## config.mk

```make
export PLATFORM = sky130hd
export DESIGN_NAME = fir_sym_mac_mc
export DESIGN_NICKNAME = d
export VERILOG_FILES = /design/src/rtl/fir_sym_mac_mc.sv
export SDC_FILE = /design/constraint.sdc
export NUM_CORES = 1
export LEC_CHECK = 0
export BUFFER_PORTS_ARGS = -buffer_cell sky130_fd_sc_hd__buf_4
export CAP_MARGIN = 20
export CORE_MARGIN = 2
export CORE_UTILIZATION = 32
export CTS_BUF_LIST = sky130_fd_sc_hd__clkbuf_8
export CTS_CLUSTER_SIZE = 8
export DETAILED_ROUTE_END_ITERATION = 10
export PLACE_DENSITY_LB_ADDON = 0.1
export SLEW_MARGIN = 40
export SYNTH_ARGS = -nofsm -noshare
export SYNTH_HDL_FRONTEND = slang
export SYNTH_SLANG_ARGS = --single-unit
export TNS_END_PERCENT = 100
```

## constraint.sdc

```tcl
create_clock -name CLK_Filter -period 34 [get_ports CLK_Filter]
set_clock_uncertainty 0.2 [all_clocks]
set_input_delay 6.8 -clock CLK_Filter [delete_from_list [all_inputs] [get_ports CLK_Filter]]
set_output_delay 6.8 -clock CLK_Filter [all_outputs]
set_load 0.01 [all_outputs]
```

## src/rtl/fir_sym_mac_mc.sv

```systemverilog
// fir_sym_mac_mc
//   Multi-channel symmetric FIR low-pass filter. All channels share one
//   time-multiplexed pre-adder, multiplier and accumulator. Each channel has
//   its own delay line. The NUM_TAPS/2 unique coefficients can be written at
//   runtime, and reset restores the default low-pass table.
//
// Ports
//   CLK_Filter  filter clock; all logic runs on its rising edge
//   rst         asynchronous active-high reset
//   in_valid    one-cycle strobe that presents a new sample
//   in_ch       channel index of the sample
//   in_data     unsigned sample value
//   coef_we     coefficient write strobe
//   coef_addr   coefficient index k
//   coef_wdata  coefficient value
//   busy        high while a MAC run is in progress
//   out_valid   one-cycle strobe; a filtered result is ready
//   out_ch      channel of the result
//   out_data    filtered result, saturated to OUT_W bits; held until the next result
//   drop_flag   sticky; set when a sample or coefficient write is rejected
//   sat_flag    sticky; set when a result saturates
module fir_sym_mac_mc #(
  parameter int NUM_CH   = 2,
  parameter int NUM_TAPS = 22,
  parameter int DATA_W   = 8,
  parameter int COEF_W   = 8,
  parameter int OUT_W    = 20,
  localparam int CH_W    = (NUM_CH > 1) ? $clog2(NUM_CH) : 1,
  localparam int NH      = NUM_TAPS / 2,
  localparam int K_W     = (NH > 1) ? $clog2(NH) : 1
) (
  input  logic              CLK_Filter,
  input  logic              rst,
  input  logic              in_valid,
  input  logic [CH_W-1:0]   in_ch,
  input  logic [DATA_W-1:0] in_data,
  input  logic              coef_we,
  input  logic [K_W-1:0]    coef_addr,
  input  logic [COEF_W-1:0] coef_wdata,
  output logic              busy,
  output logic              out_valid,
  output logic [CH_W-1:0]   out_ch,
  output logic [OUT_W-1:0]  out_data,
  output logic              drop_flag,
  output logic              sat_flag
);

  localparam int TAP_W  = (NUM_TAPS > 1) ? $clog2(NUM_TAPS) : 1;
  localparam int PRE_W  = DATA_W + 1;
  localparam int PROD_W = PRE_W + COEF_W;
  // The accumulator is wide enough for NH full-scale products, so it never wraps.
  localparam int ACC_W  = PROD_W + K_W;
  localparam int EXT_W  = (ACC_W > OUT_W) ? ACC_W : OUT_W + 1;

  typedef enum logic [1:0] {
    ST_IDLE = 2'd0,
    ST_MAC  = 2'd1,
    ST_DONE = 2'd2
  } state_t;

  // Default coefficients: 10 Hz low-pass at fs = 500 Hz. Any k beyond the table is 0.
  function automatic logic [COEF_W-1:0] default_coef(input int k);
    logic [COEF_W-1:0] c;
    case (k)
      32'd0:   c = COEF_W'(8'd2);
      32'd1:   c = COEF_W'(8'd10);
      32'd2:   c = COEF_W'(8'd16);
      32'd3:   c = COEF_W'(8'd28);
      32'd4:   c = COEF_W'(8'd43);
      32'd5:   c = COEF_W'(8'd60);
      32'd6:   c = COEF_W'(8'd78);
      32'd7:   c = COEF_W'(8'd95);
      32'd8:   c = COEF_W'(8'd111);
      32'd9:   c = COEF_W'(8'd122);
      32'd10:  c = COEF_W'(8'd128);
      default: c = '0;
    endcase
    return c;
  endfunction

  state_t              state_r, state_nxt_s;
  logic [DATA_W-1:0]   x_r [NUM_CH][NUM_TAPS];
  logic [COEF_W-1:0]   coef_r [NH];
  logic [CH_W-1:0]     ch_r;
  logic [K_W-1:0]      k_r;
  logic [ACC_W-1:0]    acc_r;
  logic                busy_r, out_valid_r, drop_r, sat_r;
  logic [CH_W-1:0]     out_ch_r;
  logic [OUT_W-1:0]    out_data_r;

  logic                ch_ok_s, addr_ok_s, in_idle_s, accept_s, coef_ok_s, drop_s, last_s;
  logic [TAP_W-1:0]    k_tap_s, mir_tap_s;
  logic [PRE_W-1:0]    pre_s;
  logic [PROD_W-1:0]   prod_s;
  logic [ACC_W-1:0]    acc_sum_s;
  logic [EXT_W-1:0]    acc_ext_s;
  logic                sat_s;
  logic [OUT_W-1:0]    res_s;

  assign ch_ok_s   = (32'(in_ch) < 32'(NUM_CH));
  assign addr_ok_s = (32'(coef_addr) < 32'(NH));
  assign in_idle_s = (state_r == ST_IDLE);
  assign accept_s  = in_idle_s & in_valid & ch_ok_s;
  // A sample in the same cycle always wins over a coefficient write.
  assign coef_ok_s = in_idle_s & coef_we & ~in_valid & addr_ok_s;
  assign drop_s    = (in_valid & ~accept_s) | (coef_we & ~coef_ok_s);
  assign last_s    = (state_r == ST_MAC) && (k_r == K_W'(NH - 1));

  assign busy      = busy_r;
  assign out_valid = out_valid_r;
  assign out_ch    = out_ch_r;
  assign out_data  = out_data_r;
  assign drop_flag = drop_r;
  assign sat_flag  = sat_r;

  // Next-state logic for the IDLE -> MAC -> DONE sequencer.
  always_comb begin
    state_nxt_s = state_r;
    case (state_r)
      ST_IDLE: begin
        if (accept_s) begin
          state_nxt_s = ST_MAC;
        end else begin
          state_nxt_s = ST_IDLE;
        end
      end
      ST_MAC: begin
        if (last_s) begin
          state_nxt_s = ST_DONE;
        end else begin
          state_nxt_s = ST_MAC;
        end
      end
      ST_DONE: state_nxt_s = ST_IDLE;
      default: state_nxt_s = ST_IDLE;
    endcase
  end

  // Shared datapath: pre-add the mirrored tap pair, multiply, accumulate and saturate.
  always_comb begin
    k_tap_s   = TAP_W'(k_r);
    mir_tap_s = TAP_W'(NUM_TAPS - 1) - k_tap_s;
    pre_s     = {1'b0, x_r[ch_r][k_tap_s]} + {1'b0, x_r[ch_r][mir_tap_s]};
    prod_s    = PROD_W'(coef_r[k_r]) * PROD_W'(pre_s);
    acc_sum_s = acc_r + ACC_W'(prod_s);
    acc_ext_s = EXT_W'(acc_sum_s);
    sat_s     = |acc_ext_s[EXT_W-1:OUT_W];
    if (sat_s) begin
      res_s = '1;
    end else begin
      res_s = acc_ext_s[OUT_W-1:0];
    end
  end

  // Sequencer state register.
  always_ff @(posedge CLK_Filter or posedge rst) begin
    if (rst) begin
      state_r <= ST_IDLE;
    end else begin
      state_r <= state_nxt_s;
    end
  end

  // Run control, accumulator, registered outputs and sticky flags.
  // The result is registered on the last MAC step, so it is visible during the DONE cycle.
  always_ff @(posedge CLK_Filter or posedge rst) begin
    if (rst) begin
      ch_r        <= '0;
      k_r         <= '0;
      acc_r       <= '0;
      busy_r      <= 1'b0;
      out_valid_r <= 1'b0;
      out_ch_r    <= '0;
      out_data_r  <= '0;
      drop_r      <= 1'b0;
      sat_r       <= 1'b0;
    end else begin
      out_valid_r <= 1'b0;
      if (drop_s) begin
        drop_r <= 1'b1;
      end
      if (accept_s) begin
        ch_r   <= in_ch;
        k_r    <= '0;
        acc_r  <= '0;
        busy_r <= 1'b1;
      end else if (state_r == ST_MAC) begin
        acc_r <= acc_sum_s;
        k_r   <= k_r + K_W'(1'b1);
        if (last_s) begin
          busy_r      <= 1'b0;
          out_valid_r <= 1'b1;
          out_ch_r    <= ch_r;
          out_data_r  <= res_s;
          if (sat_s) begin
            sat_r <= 1'b1;
          end
        end
      end
    end
  end

  // Per-channel delay lines. Only the addressed channel shifts, and only on an accepted sample.
  always_ff @(posedge CLK_Filter or posedge rst) begin
    if (rst) begin
      for (int c = 0; c < NUM_CH; c++) begin
        for (int t = 0; t < NUM_TAPS; t++) begin
          x_r[c][t] <= '0;
        end
      end
    end else if (accept_s) begin
      for (int c = 0; c < NUM_CH; c++) begin
        if (in_ch == CH_W'(c)) begin
          for (int t = NUM_TAPS - 1; t > 0; t--) begin
            x_r[c][t] <= x_r[c][t-1];
          end
          x_r[c][0] <= in_data;
        end
      end
    end
  end

  // Coefficient table. It is written only in IDLE, so a run never sees a coefficient change.
  always_ff @(posedge CLK_Filter or posedge rst) begin
    if (rst) begin
      for (int k = 0; k < NH; k++) begin
        coef_r[k] <= default_coef(k);
      end
    end else if (coef_ok_s) begin
      coef_r[coef_addr] <= coef_wdata;
    end
  end

endmodule

```

# Word-level counts from Yosys, hierarchy flattened
# Index checks and enable logic that the tools add are counted.
[word_totals]
word_cells = 134
in_bits = 25
reg_bits = 493
output_inout_bits = 25
[classes]
bitwise_logic = 16
mux = 29
order_cmp = 7
reduce_logical = 10
eq_ne = 2
add_sub_neg = 4
mul = 1
[ops]
columns = ["operator", "count"]
rows = [
  ["2-to-1 mux 176 bit", 3],
  ["bitwise mux 88 bit", 1],
  ["binary-select mux 8 bit (select 5 bit)", 2],
  ["2-to-1 mux 8 bit", 7],
  ["2-to-1 mux 21 bit", 2],
  ["binary-select mux 8 bit (select 4 bit)", 1],
  ["demux 8 bit (select 4 bit)", 1],
  ["adder 21 x 17 -> 21 bit", 1],
  ["2-to-1 mux 20 bit", 1],
  ["multiplier 8 x 9 -> 17 bit", 1],
  ["greater-or-equal comparator 6 bit, second input constant", 2],
  ["greater-or-equal comparator 5 bit, second input constant", 2],
  ["NOT 4 -> 5 bit", 2],
  ["adder 8 x 8 -> 9 bit", 1],
  ["2-to-1 mux 4 bit", 2],
  ["2-to-1 mux 1 bit", 7],
  ["AND 1 bit", 6],
  ["NOT 4 -> 6 bit", 1],
  ["NOT 5 -> 6 bit", 1],
  ["AND reduction 2 bit", 3],
  ["< comparator 5 x 1 -> 1 bit, second input constant", 1],
  ["subtractor 5 x 4 -> 5 bit, first input constant", 1],
  ["adder 4 x 1 -> 4 bit, second input constant", 1],
  ["== test 4 bit, second input constant", 1],
  ["other kinds (13)", 18],
]

# Depth between registers and ports, before layout
# Gate-level depths: netlist (run 1).
[depth]
ltp_word = 12
mapped_depth = 36
ltp_nobuf = 31

# Least setup slack after synthesis (run 1)
# OpenSTA, ideal clock, no wires.
[synth_timing]
kind = "input-to-reg"
start = "input port in_ch"
end = "register x_r[22] in the netlist's numbering"
arrival_time_ps = 8022
path_buffers = 3
path_stages = 5
setup_ps = 125
required_ps = 33675
path_slack_ps = 25654
cell_sequence = "and3_1 > clkbuf_1 > clkbuf_1 > buf_2 > mux2_2"
[synth_via]
elab_chain_cells = 1
[synth_rtl]
columns = ["element", "line", "text"]
rows = [
  ["start, declared", "35", "input logic [CH_W-1:0] in_ch,"],
  ["AND reduction 2 bit (no line)", "n/a", ""],
  ["end signal, assigned by index", "215", "x_r[c][t] <= x_r[c][t-1];"],
  ["end signal, assigned by index", "217", "x_r[c][0] <= in_data;"],
  ["end, declared", "82", "logic [DATA_W-1:0] x_r [NUM_CH][NUM_TAPS];"],
]
# Every way passes these cells.
# A chain may end at the register's enable or synchronous reset.

# Final worst setup path (run 1)
[layout_timing]
start = "register k_r[1]"
end = "register out_data_r[14] (netlist: out_data[14])"
[layout_via]
elab_chain_cells = 9
elab_cells_between_ends = 20
cone_classes = "3 x add/sub; 1 x mul; 1 x eq/ne; 10 x mux; 3 x bitwise; 2 x reduce/logical"
[layout_rtl]
columns = ["element", "line", "text"]
rows = [
  ["start, declared", "85", "logic [K_W-1:0] k_r;"],
  ["start signal, assigned", "189", "k_r <= k_r + K_W'(1'b1);"],
  ["subtractor 5 x 4 -> 5 bit", "142", "mir_tap_s = TAP_W'(NUM_TAPS - 1) - k_tap_s;"],
  ["NOT 5 -> 6 bit (not written as such)", "143", "pre_s = {1'b0, x_r[ch_r][k_tap_s]} + {1'b0, x_r[ch_r][mir_tap_s]};"],
  ["binary-select mux 8 bit (select 5 bit)", "143", ""],
  ["2-to-1 mux 8 bit (not written as such) (2 in series)", "143", ""],
  ["adder 8 x 8 -> 9 bit", "143", ""],
  ["multiplier 8 x 9 -> 17 bit", "144", "prod_s = PROD_W'(coef_r[k_r]) * PROD_W'(pre_s);"],
  ["adder 21 x 17 -> 21 bit", "145", "acc_sum_s = acc_r + ACC_W'(prod_s);"],
  ["2-to-1 mux 20 bit", "148", "if (sat_s) begin"],
  ["end signal, assigned", "194", "out_data_r <= res_s;"],
  ["end, declared", "89", "logic [OUT_W-1:0] out_data_r;"],
]
# Several ways; a longest one is shown, not always the timed one. The select of a mux whose other input is x is not followed.

==> flow_metrics.env, run 1 <==
export IMPL_reg2reg_from="k_r[1]"
export IMPL_hold_viol=0
export IMPL_cp_arrival_ns=10.60
export IMPL_status="completed"
export IMPL_slowest_delay_ns=0.74
export IMPL_crit_path_end="out_data[14]"
export IMPL_synth_async_reset_ratio=1.000
export IMPL_drt_vias_per_instance=5.044
export IMPL_intPower_uw=1417
export IMPL_tns_ns=0
export IMPL_drc=0
export IMPL_clock_latency_ns=0.69
export IMPL_track_usage=0.1507
export IMPL_yosys_warnings=0
export IMPL_synthTopCellsByArea="dfrtp_1 43%, mux2_2 19%, mux4_2 13%"
export IMPL_period_share=0.3024
export IMPL_peakVddDrop_v=0.00004698
export IMPL_antenna_left=0
export IMPL_crit_required_ns=34.32
export IMPL_leakagePower_uw=0.01397
export IMPL_grt_pass1_vias=17380
export IMPL_rrSetupSlack_ns=23.72
export IMPL_synth_edf_count=0
export IMPL_crit_path_end_kind="register"
export IMPL_ctsResizeCount=0
export IMPL_hold_path_class="register to register"
export IMPL_die_h_um=293.3
export IMPL_pin_count=50
export IMPL_die_w_um=293.3
export IMPL_cts_max_path_buffers=3
export IMPL_cts_root_buf="clkbuf_8"
export IMPL_rows=106
export IMPL_power_frac_clock=0.248
export IMPL_setup_viol=0
export IMPL_p_total_uw=2351
export IMPL_drt_iter0_markers=736
export IMPL_synth_cells=1970
export IMPL_crit_top_cell="fa_1"
export IMPL_start_kind="register"
export IMPL_gp_congestion=0.7595
export IMPL_power_density_mw_per_mm2=77.84
export IMPL_power_frac_comb=0.428
export IMPL_ys_seq_area_frac=0.4624
export IMPL_cp_slowest_cell="dfrtp_4"
export IMPL_port_buffers=49
export IMPL_timing_rr_end="out_data[14]"
export IMPL_grt_pass1_wl_um=102500
export IMPL_syn_to_final_growth_pct=12.79
export IMPL_seqPwrFrac=0.324
export IMPL_overflow=0
export IMPL_drive_above_1_share=0.4200
export IMPL_cts_tree="done"
export IMPL_yosys_area_top_type="dfrtp_1"
export IMPL_antenna_found_initial=1
export IMPL_rsz0062_at_grt="false"
export IMPL_synth_cell_types=50
export IMPL_avgSynthCellArea_um2=13.59
export IMPL_drv_cap=0
export IMPL_htree_levels=3
export IMPL_fmax_mhz=97.27
export IMPL_core_mm2=0.08329
export IMPL_initial_core_util=0.3216
export IMPL_ys_flop_type="dfrtp_1"
export IMPL_design_area_mm2=0.03021
export IMPL_dr_total_vias=15990
export IMPL_power_switching_share=0.3974
export IMPL_synth_top_area_frac=0.4261
export IMPL_cts_made_buffers=92
export IMPL_fillers=8039
export IMPL_period_needed_ns=10.28
export IMPL_yosysMostFrequentCell="dfrtp_1"
export IMPL_syn_num_nets=2107
export IMPL_synth_seq_cells=493
export IMPL_grt_max_degree=121
export IMPL_drt_pass1_iterations=6
export IMPL_postCtsSetupBuffers=0
export IMPL_crit_start="k_r[1]"
export IMPL_wirelength_um=62720
export IMPL_clock_sinks=493
export IMPL_p_switching_uw=934.5
export IMPL_tightest_slew_ns=0.8780
export IMPL_maxSlewViolCount=0
export IMPL_synth_area_mm2=0.02678
export IMPL_netlist_top_cells_count="456 x dfrtp_1, 455 x mux2_2, 150 x mux4_2"
export IMPL_num_nets_final=2149
export IMPL_hpwlAfterDp_um=40810
export IMPL_setup_worst_path_class="register to register"
export IMPL_cts_hold_buf=0
export IMPL_path_clk_slew_ns=0.06
export IMPL_dieArea_mm2=0.08602
export IMPL_critPathMaxFanout=35
export IMPL_post_drt_wl_per_cell_um=19.78
export IMPL_max_slew_margin=0.4135
export IMPL_dpl_instance_area_mm2=0.02827
export IMPL_rr_worst_depth=28
==> sequential cells by signal, indices dropped and copies added (netlist names) <==
signal / flops
x_r: 352
busy: 1
acc_r: 21
state_r: 2
ch_r: 1
out_data: 20
drop_flag: 1
out_valid: 1
out_ch: 1
coef_r: 88
k_r: 4
sat_flag: 1
==> routing by layer <==
layer  global-route usage  up-vias  share of wire
met5                    0        -              0
met1               0.2070     8423           0.47
met2               0.2462      206           0.48
li1                     -     7269              -
met3              0.02360       91          0.032
met4              0.04530        0          0.021
==> cell type report <==
type,instances,area (um^2),area share
multi-input combinational,1254,13490,0.4465
tap,1080,1351,0.04473
clock inverter,48,231.5,0.007663
antenna,2,5.005,0.0001657
inverter,97,377.9,0.01251
sequential,493,12400,0.4104
timing repair buffer,74,679.4,0.02249
clock buffer,122,1679,0.05559
==> per-stage QoR <==
step,cells,setup WS (ns),utilization,hold slack [ns]
after global placement,2994,23.36,0.3376,0.2639
after global routing,3170,22.91,0.3627,0.2995
after CTS,3168,23.45,0.3624,0.2865
after floorplan,1970,13.30,-,0.2498
after detailed placement,2998,23.47,0.3394,0.2662
final,3170,23.72,0.3627,0.2792
==> logic make-up after synthesis <==
| logic type | Yosys count | synth area share |
|---|---|---|
| compound gates | 193 | 0.04415 |
| xor+xnor | 22 | 0.007194 |
| fa+ha+maj | 112 | 0.06858 |
| buf+inv | 223 | 0.03672 |
| flops | 493 | 0.4624 |
| mux | 658 | 0.3375 |
| simple gates | 269 | 0.04349 |
==> cells in the final DEF, fill, tap and decap left out, types with 5 or more instances in the layout <==
cell | synthesis | layout
a211oi_1 | 21 | 21
o211ai_1 | 6 | 6
o22ai_1 | 9 | 9
fa_1 | 58 | 58
nor2_1 | 114 | 112
mux4_2 | 150 | 150
a21oi_2 | 2 | 5
o21ai_1 | 12 | 12
clkbuf_8 | 0 | 122
dfstp_2 | 37 | 37
xor2_1 | 10 | 10
mux2_2 | 455 | 455
dfrtp_1 | 456 | 451
buf_4 | 11 | 61
a31oi_1 | 23 | 23
buf_6 | 4 | 7
clkinv_2 | 0 | 6
nand2b_1 | 17 | 16
a22o_1 | 7 | 7
nand2_1 | 92 | 92
xnor2_1 | 12 | 9
nor3_1 | 5 | 5
o21ai_0 | 35 | 35
nor2b_1 | 17 | 16
mux2i_1 | 48 | 48
mux2_1 | 5 | 5
a21o_1 | 8 | 8
inv_1 | 93 | 128
a21oi_1 | 53 | 50
ha_1 | 54 | 53
==> worst min-delay path by stage <==
stage,from,to,slack [ns],depth (start not counted)
2_1_floorplan,acc_r[10],acc_r[10],0.25,2
3_3_place_gp,drop_flag,drop_flag,0.26,1
3_5_place_dp,sat_flag,sat_flag,0.27,1
4_1_cts,sat_flag,sat_flag,0.29,1
5_1_grt,sat_flag,sat_flag,0.30,1
6_report,drop_flag,drop_flag,0.28,1
==> power groups by stage <==
| stage | logic [uW] | clock network [uW] | registers [uW] |
|---|---|---|---|
| floorplan | 768 | 0 | 730 |
| global placement | 1020 | 0 | 772 |
| detailed placement | 1030 | 0 | 775 |
| CTS | 1030 | 610 | 765 |
| global route | 1120 | 639 | 778 |
| finish | 1010 | 583 | 762 |
==> critical path, delay by kind of cell, from the launching register on <==
kind,cells,cell delay [ns]
adder cells (fa/ha/maj),7,2.99
AND/OR/NAND/NOR,2,0.35
AO/OA/AOI/OAI,9,1.99
multiplexers,2,0.98
flip-flops,1,0.74
XOR/XNOR,2,1.10
buffers and inverters,6,1.71
Power figures use the tool's default switching activity.
==> inputs of run 2 (changes only) <==
--- a/config.mk
+++ b/config.mk
@@ -5,6 +5,7 @@
 export SDC_FILE = /design/constraint.sdc
 export NUM_CORES = 1
 export LEC_CHECK = 0
+export ABC_AREA = 1
 export BUFFER_PORTS_ARGS = -buffer_cell sky130_fd_sc_hd__buf_4
 export CAP_MARGIN = 20
 export CORE_MARGIN = 2
==> constraint.sdc (replaced) <==
create_clock -name CLK_Filter -period 8.7 [get_ports CLK_Filter]
set_clock_uncertainty 0.2 [all_clocks]
set_input_delay 1.74 -clock CLK_Filter [delete_from_list [all_inputs] [get_ports CLK_Filter]]
set_output_delay 1.74 -clock CLK_Filter [all_outputs]
set_load 0.01 [all_outputs]
==> run 2 against run 1 <==
Compared with the run above: maximum frequency rose by 30%; cell count is 46% higher; die area grew 3.5%; routed wire length grew 27%; critical path depth increased by 10; global-route usage up 3.0 points; worst hold slack lost 0.0071 ns; cell area is 2.9% higher; clock-buffer cell count is 4 lower; critical path type unchanged.
==> flow_metrics.env, run 2 <==
export IMPL_post_drt_wl_per_cell_um=17.19
export IMPL_rrSetupSlack_ns=0.82
export IMPL_final_cell_mix="991 x nand2_1, 454 x dfrtp_1, 423 x inv_1"
export IMPL_rows=107
export IMPL_holdPathEnd="coef_r[34]"
export IMPL_max_slew_margin=0.4473
export IMPL_multi_input_area_mm2=0.01286
export IMPL_wirelength_um=79580
export IMPL_gp_congestion=0.8573
export IMPL_timing_rr_end="out_data[1]"
export IMPL_grt_pass1_vias=22440
export IMPL_die_w_um=298.3
export IMPL_largest_reg_flops=352
export IMPL_core_mm2=0.08555
export IMPL_synth_seq_cells=493
export IMPL_yosys_warnings=0
export IMPL_crit_required_ns=9.09
export IMPL_largestRegisters="x_r x352, coef_r x88, acc_r x21"
export IMPL_drt_iter0_markers=1440
export IMPL_yosysMostFrequentCell="nand2_1"
export IMPL_cts_hold_buf=0
export IMPL_period_needed_ns=7.879
export IMPL_tns_ns=0
export IMPL_crit_top_cell="nand2_1"
export IMPL_status="completed"
export IMPL_fillers=8907
export IMPL_fmax_mhz=126.9
export IMPL_ctsResizeCount=0
export IMPL_drt_vias_per_instance=4.829
export IMPL_drive_above_1_share=0.1240
export IMPL_synth_async_reset_ratio=1.000
export IMPL_drc=0
export IMPL_cts_root_buf="clkbuf_8"
export IMPL_dieArea_mm2=0.08900
export IMPL_synth_area_mm2=0.02772
export IMPL_pin_count=50
export IMPL_antenna_found_initial=2
export IMPL_synth_edf_count=0
export IMPL_overflow=0
export IMPL_postCtsSetupBuffers=0
export IMPL_crit_path_end_kind="register"
export IMPL_track_usage=0.1811
export IMPL_drv_cap=0
export IMPL_hpwlAfterDp_um=52920
export IMPL_cp_slowest_cell="a31oi_1"
export IMPL_hold_depth=2
export IMPL_hold_start="coef_r[34]"
export IMPL_start_kind="register"
export IMPL_slowest_delay_ns=0.54
export IMPL_path_clk_slew_ns=0.06
export IMPL_port_buffers=49
export IMPL_synth_cells=3393
export IMPL_cts_max_path_buffers=3
export IMPL_clock_latency_ns=0.69
export IMPL_clock_sinks=493
export IMPL_period_share=0.9056
export IMPL_reg2reg_from="ch_r"
export IMPL_synth_top_area_frac=0.4116
export IMPL_ys_flop_type="dfrtp_1"
export IMPL_top_register="x_r"
export IMPL_tightest_slew_ns=0.8291
export IMPL_cts_tree="done"
export IMPL_timing_hold_ws_ns=0.2721
export IMPL_htree_levels=3
export IMPL_avgSynthCellArea_um2=8.171
export IMPL_initial_core_util=0.3241
export IMPL_drt_pass1_iterations=5
export IMPL_grt_pass1_wl_um=129100
export IMPL_die_h_um=298.3
export IMPL_hold_viol=0
export IMPL_setup_worst_path_class="register to register"
export IMPL_rsz0062_at_grt="false"
export IMPL_num_nets_final=3542
export IMPL_setup_viol=0
export IMPL_seq_area_mm2=0.01239
export IMPL_antenna_left=0
export IMPL_final_common_cell="nand2_1"
export IMPL_ys_seq_area_frac=0.4467
export IMPL_critPathMaxFanout=133
export IMPL_syn_to_final_growth_pct=12.15
export IMPL_cp_arrival_ns=8.27
export IMPL_syn_num_nets=3530
export IMPL_yosys_area_top_type="dfrtp_1"
export IMPL_grt_max_degree=191
export IMPL_synthTopCellsByArea="dfrtp_1 41%, nand2_1 13%, o21ai_0 7.5%"
export IMPL_synth_cell_types=48
export IMPL_dr_total_vias=22350
export IMPL_hold_path_class="register to register"
export IMPL_cts_made_buffers=95
export IMPL_rr_worst_depth=38
export IMPL_netlist_top_cells_count="992 x nand2_1, 456 x dfrtp_1, 418 x o21ai_0"
export IMPL_maxSlewViolCount=0
==> run 2: worst max-delay path, delay by kind of cell (launching register included) <==
kind                       cells  cell delay [ns]
and+or+nand+nor               19             1.92
AOI/OAI and AO/OA              5             1.17
DFF                            1             0.43
buffers and inverters          8             1.26
adders and majority gates      6             2.63
==> run 2: metal layers <==
metal  vias to the layer above  GRT usage  wire (um)
met2                       432     0.2793      35020
met5                         -          0          0
met3                       128    0.02639       3181
li1                      10990          -          -
met4                         0    0.06030       2070
met1                     10800     0.2602      39310
==> run 2: area by class of cell <==
cell class,instances,area share
Inverter,395,0.04789
Multi-Input combinational cell,2317,0.4136
Tap cell,1144,0.04604
Antenna cell,1,0.00008049
Timing Repair Buffer,103,0.03055
Clock buffer,118,0.05224
Clock inverter,58,0.01103
Sequential cell,493,0.3985
==> run 2: how the worst max path moves through the flow <==
stage | slack, ns | endpoint | startpoint | depth (start not counted)
final | 0.82 | out_data[1] | ch_r | 38
after global routing | 0.10 | out_data[11] | ch_r | 34
after CTS | 0.85 | out_data[5] | ch_r | 38
after detailed placement | 0.84 | out_data[5] | k_r[1] | 33
after global placement | 0.98 | out_data[9] | k_r[1] | 35
after floorplan | 0.10 | acc_r[0] | rst | 1
==> run 2: cell families (layout without fill, tap and decap cells) <==
group,Yosys count,after routing,synth area share
DFF,493,493,0.4467
xor gates and xnor gates,13,13,0.004107
AOI/OAI and AO/OA,714,714,0.1478
muxes,102,102,0.04107
other,0,1,0
adders and majority gates,112,112,0.06625
buffers and inverters,583,674,0.08972
and+or+nand+nor,1376,1376,0.2044
==> run 2: stage by stage <==
step	setup WS, ns	std cells	instance area (um^2)	util
after detailed placement	0.8410	4449	29040	0.3395
after global routing	0.1003	4629	31090	0.3634
after CTS	0.8509	4625	31010	0.3625
after global placement	0.9832	4449	29030	0.3394
after floorplan	0.1036	3393	27730	-
final	0.8209	4629	31090	0.3634
Power of run 2 is not shown: default switching activity piles up to over one toggle a cycle in this logic, so the estimate is an artifact.
==> inputs of run 3 (changes only) <==
--- a/config.mk
+++ b/config.mk
@@ -14,6 +14,7 @@
 export CTS_CLUSTER_SIZE = 8
 export DETAILED_ROUTE_END_ITERATION = 10
 export PLACE_DENSITY_LB_ADDON = 0.1
+export REMOVE_ABC_BUFFERS = 1
 export SLEW_MARGIN = 40
 export SYNTH_ARGS = -nofsm -noshare
 export SYNTH_HDL_FRONTEND = slang
==> constraint.sdc (replaced) <==
create_clock -name CLK_Filter -period 7.7 [get_ports CLK_Filter]
set_clock_uncertainty 0.2 [all_clocks]
set_input_delay 1.54 -clock CLK_Filter [delete_from_list [all_inputs] [get_ports CLK_Filter]]
set_output_delay 1.54 -clock CLK_Filter [all_outputs]
set_load 0.01 [all_outputs]
==> run 3 against run 2 <==
Compared with the run above: non-clock buffer count grew 27; setup slack lost 0.33 ns; first-iteration DRC count grew 7.1%; die area is the same; register-to-register slack lost 0.33 ns; global-route usage shrank 0.17 points; via count grew 0.64%; maximum frequency grew 9.3%; highest routed layer is now met5.
==> flow_metrics.env, run 3 (synthesized netlist as in run 2, its figures left out) <==
export IMPL_place_inst=4478
export IMPL_drt_iter0_markers=1542
export IMPL_rrSetupSlack_ns=0.49
export IMPL_drc=0
export IMPL_rr_worst_depth=41
export IMPL_port_buffers=49
export IMPL_grt_pass1_vias=22300
export IMPL_dieArea_mm2=0.08900
export IMPL_cts_tree="done"
export IMPL_grt_max_degree=187
export IMPL_hold_depth=2
export IMPL_clock_sinks=493
export IMPL_reg2reg_from="ch_r"
export IMPL_drt_vias_per_instance=4.836
export IMPL_fmax_mhz=138.8
export IMPL_max_slew_margin=0.4782
export IMPL_core_mm2=0.08555
export IMPL_tns_ns=0
export IMPL_drv_cap=0
export IMPL_die_h_um=298.3
export IMPL_crit_path_end_kind="register"
export IMPL_final_cell_mix="990 x nand2_1, 454 x dfrtp_1, 419 x inv_1"
export IMPL_initial_core_util=0.3241
export IMPL_final_common_cell="nand2_1"
export IMPL_cts_made_buffers=93
export IMPL_maxSlewViolCount=0
export IMPL_grt_use_met3=0.02494
export IMPL_critPathMaxFanout=46
export IMPL_path_clk_slew_ns=0.06
export IMPL_crit_required_ns=8.06
export IMPL_track_usage=0.1794
export IMPL_hold_viol=0
export IMPL_post_drt_wl_per_cell_um=17.06
export IMPL_pin_count=50
export IMPL_holdPathEnd="x_r[305]"
export IMPL_overflow=0
export IMPL_htree_levels=3
export IMPL_antenna_left=0
export IMPL_cts_root_buf="clkbuf_8"
export IMPL_status="completed"
export IMPL_period_share=0.9358
export IMPL_cp_slowest_cell="dfrtp_4"
export IMPL_drive_above_1_share=0.1317
export IMPL_largestRegisters="x_r x352, coef_r x88, acc_r x21"
export IMPL_wirelength_um=79360
export IMPL_die_w_um=298.3
export IMPL_period_needed_ns=7.206
export IMPL_cp_arrival_ns=7.56
export IMPL_met2_usage=0.2702
export IMPL_largest_reg_flops=352
export IMPL_gp_congestion=0.8408
export IMPL_top_register="x_r"
export IMPL_num_nets_final=3569
export IMPL_rows=107
export IMPL_syn_to_final_growth_pct=13.24
export IMPL_hold_path_class="register to register"
export IMPL_crit_top_cell="nand2_1"
export IMPL_timing_rr_end="out_data[19]"
export IMPL_start_kind="register"
export IMPL_rsz0062_at_grt="true"
export IMPL_drt_pass1_iterations=5
export IMPL_slowest_delay_ns=0.52
export IMPL_hpwlAfterDp_um=52930
export IMPL_tightest_slew_ns=0.7828
export IMPL_hold_start="x_r[313]"
export IMPL_grt_pass1_wl_um=128200
export IMPL_clock_latency_ns=0.70
export IMPL_use_met1=0.2664
export IMPL_top_usage_layer="met2"
export IMPL_setup_worst_path_class="register to register"
export IMPL_cts_max_path_buffers=3
export IMPL_dr_total_vias=22500
export IMPL_antenna_found_initial=2
export IMPL_setup_viol=0
export IMPL_stdcell_count=4652
==> run 3: cell types whose count changed in the layout (fill, tap and decap cells not counted), moves of 3 or more <==
cell      before  now
clkinv_8       0    3
buf_12        10   15
o21ai_1       32   42
inv_1        423  419
nand2_4        1    4
buf_4         88  111
o21ai_0      418  408
buf_6          3    0
==> run 3: worst max path at each step <==
stage / startpoint / end / slack [ns] / cells after the start
6_report: ch_r / out_data[19] / 0.49 / 41
5_1_grt: ch_r / out_data[10] / -0.02 / 40
3_5_place_dp: k_r[2] / out_data[2] / 0.30 / 38
3_3_place_gp: k_r[2] / out_data[9] / 0.31 / 38
2_1_floorplan: rst / acc_r[0] / -7.74 / 1
4_1_cts: k_r[2] / out_data[8] / 0.23 / 40
==> run 3: per-stage QoR <==
| step | instance area (um^2) | hold slack [ns] | utilization | worst slack, ns |
|---|---|---|---|---|
| after floorplan | 26720 | 0.2478 | - | -7.740 |
| after global routing | 31390 | 0.2807 | 0.3670 | -0.01683 |
| after detailed placement | 29390 | 0.2662 | 0.3436 | 0.3041 |
| after global placement | 29300 | 0.2608 | 0.3425 | 0.3145 |
| final | 31390 | 0.2618 | 0.3670 | 0.4943 |
| after CTS | 31310 | 0.2570 | 0.3660 | 0.2314 |
==> run 3: critical path: cells and delay by family, from the launching register on <==
kind	cells	cell delay [ns]
adders and majority gates	7	2.90
and+or+nand+nor	24	2.47
DFF	1	0.52
AOI/OAI and AO/OA	4	0.49
buffers and inverters	6	0.46
==> run 3: cell type report <==
class	count	area, um^2
fillers	8897	54150
flip-flops and latches	493	12390
inverters	395	1504
diodes	1	2.502
repair buffers	130	1241
well taps	1144	1431
multi-input cells	2319	12910
clock inverters	53	306.5
clock buffers	117	1610
==> run 3: layer usage <==
layer,vias up,part of all wire
met2,457,0.43
met4,2,0.022
met3,115,0.043
met5,-,0.00015
met1,10880,0.51
li1,11040,-
==> run 3: timing repair <==
| item | in CTS | in global routing |
|---|---|---|
| gates resized for setup | 0 | 20 |
| hold buffers | 0 | 0 |
| endpoints found under the setup margin | 0 | 25 |
| setup buffers | 0 | 0 |
Power of run 3 is left out for the same reason.
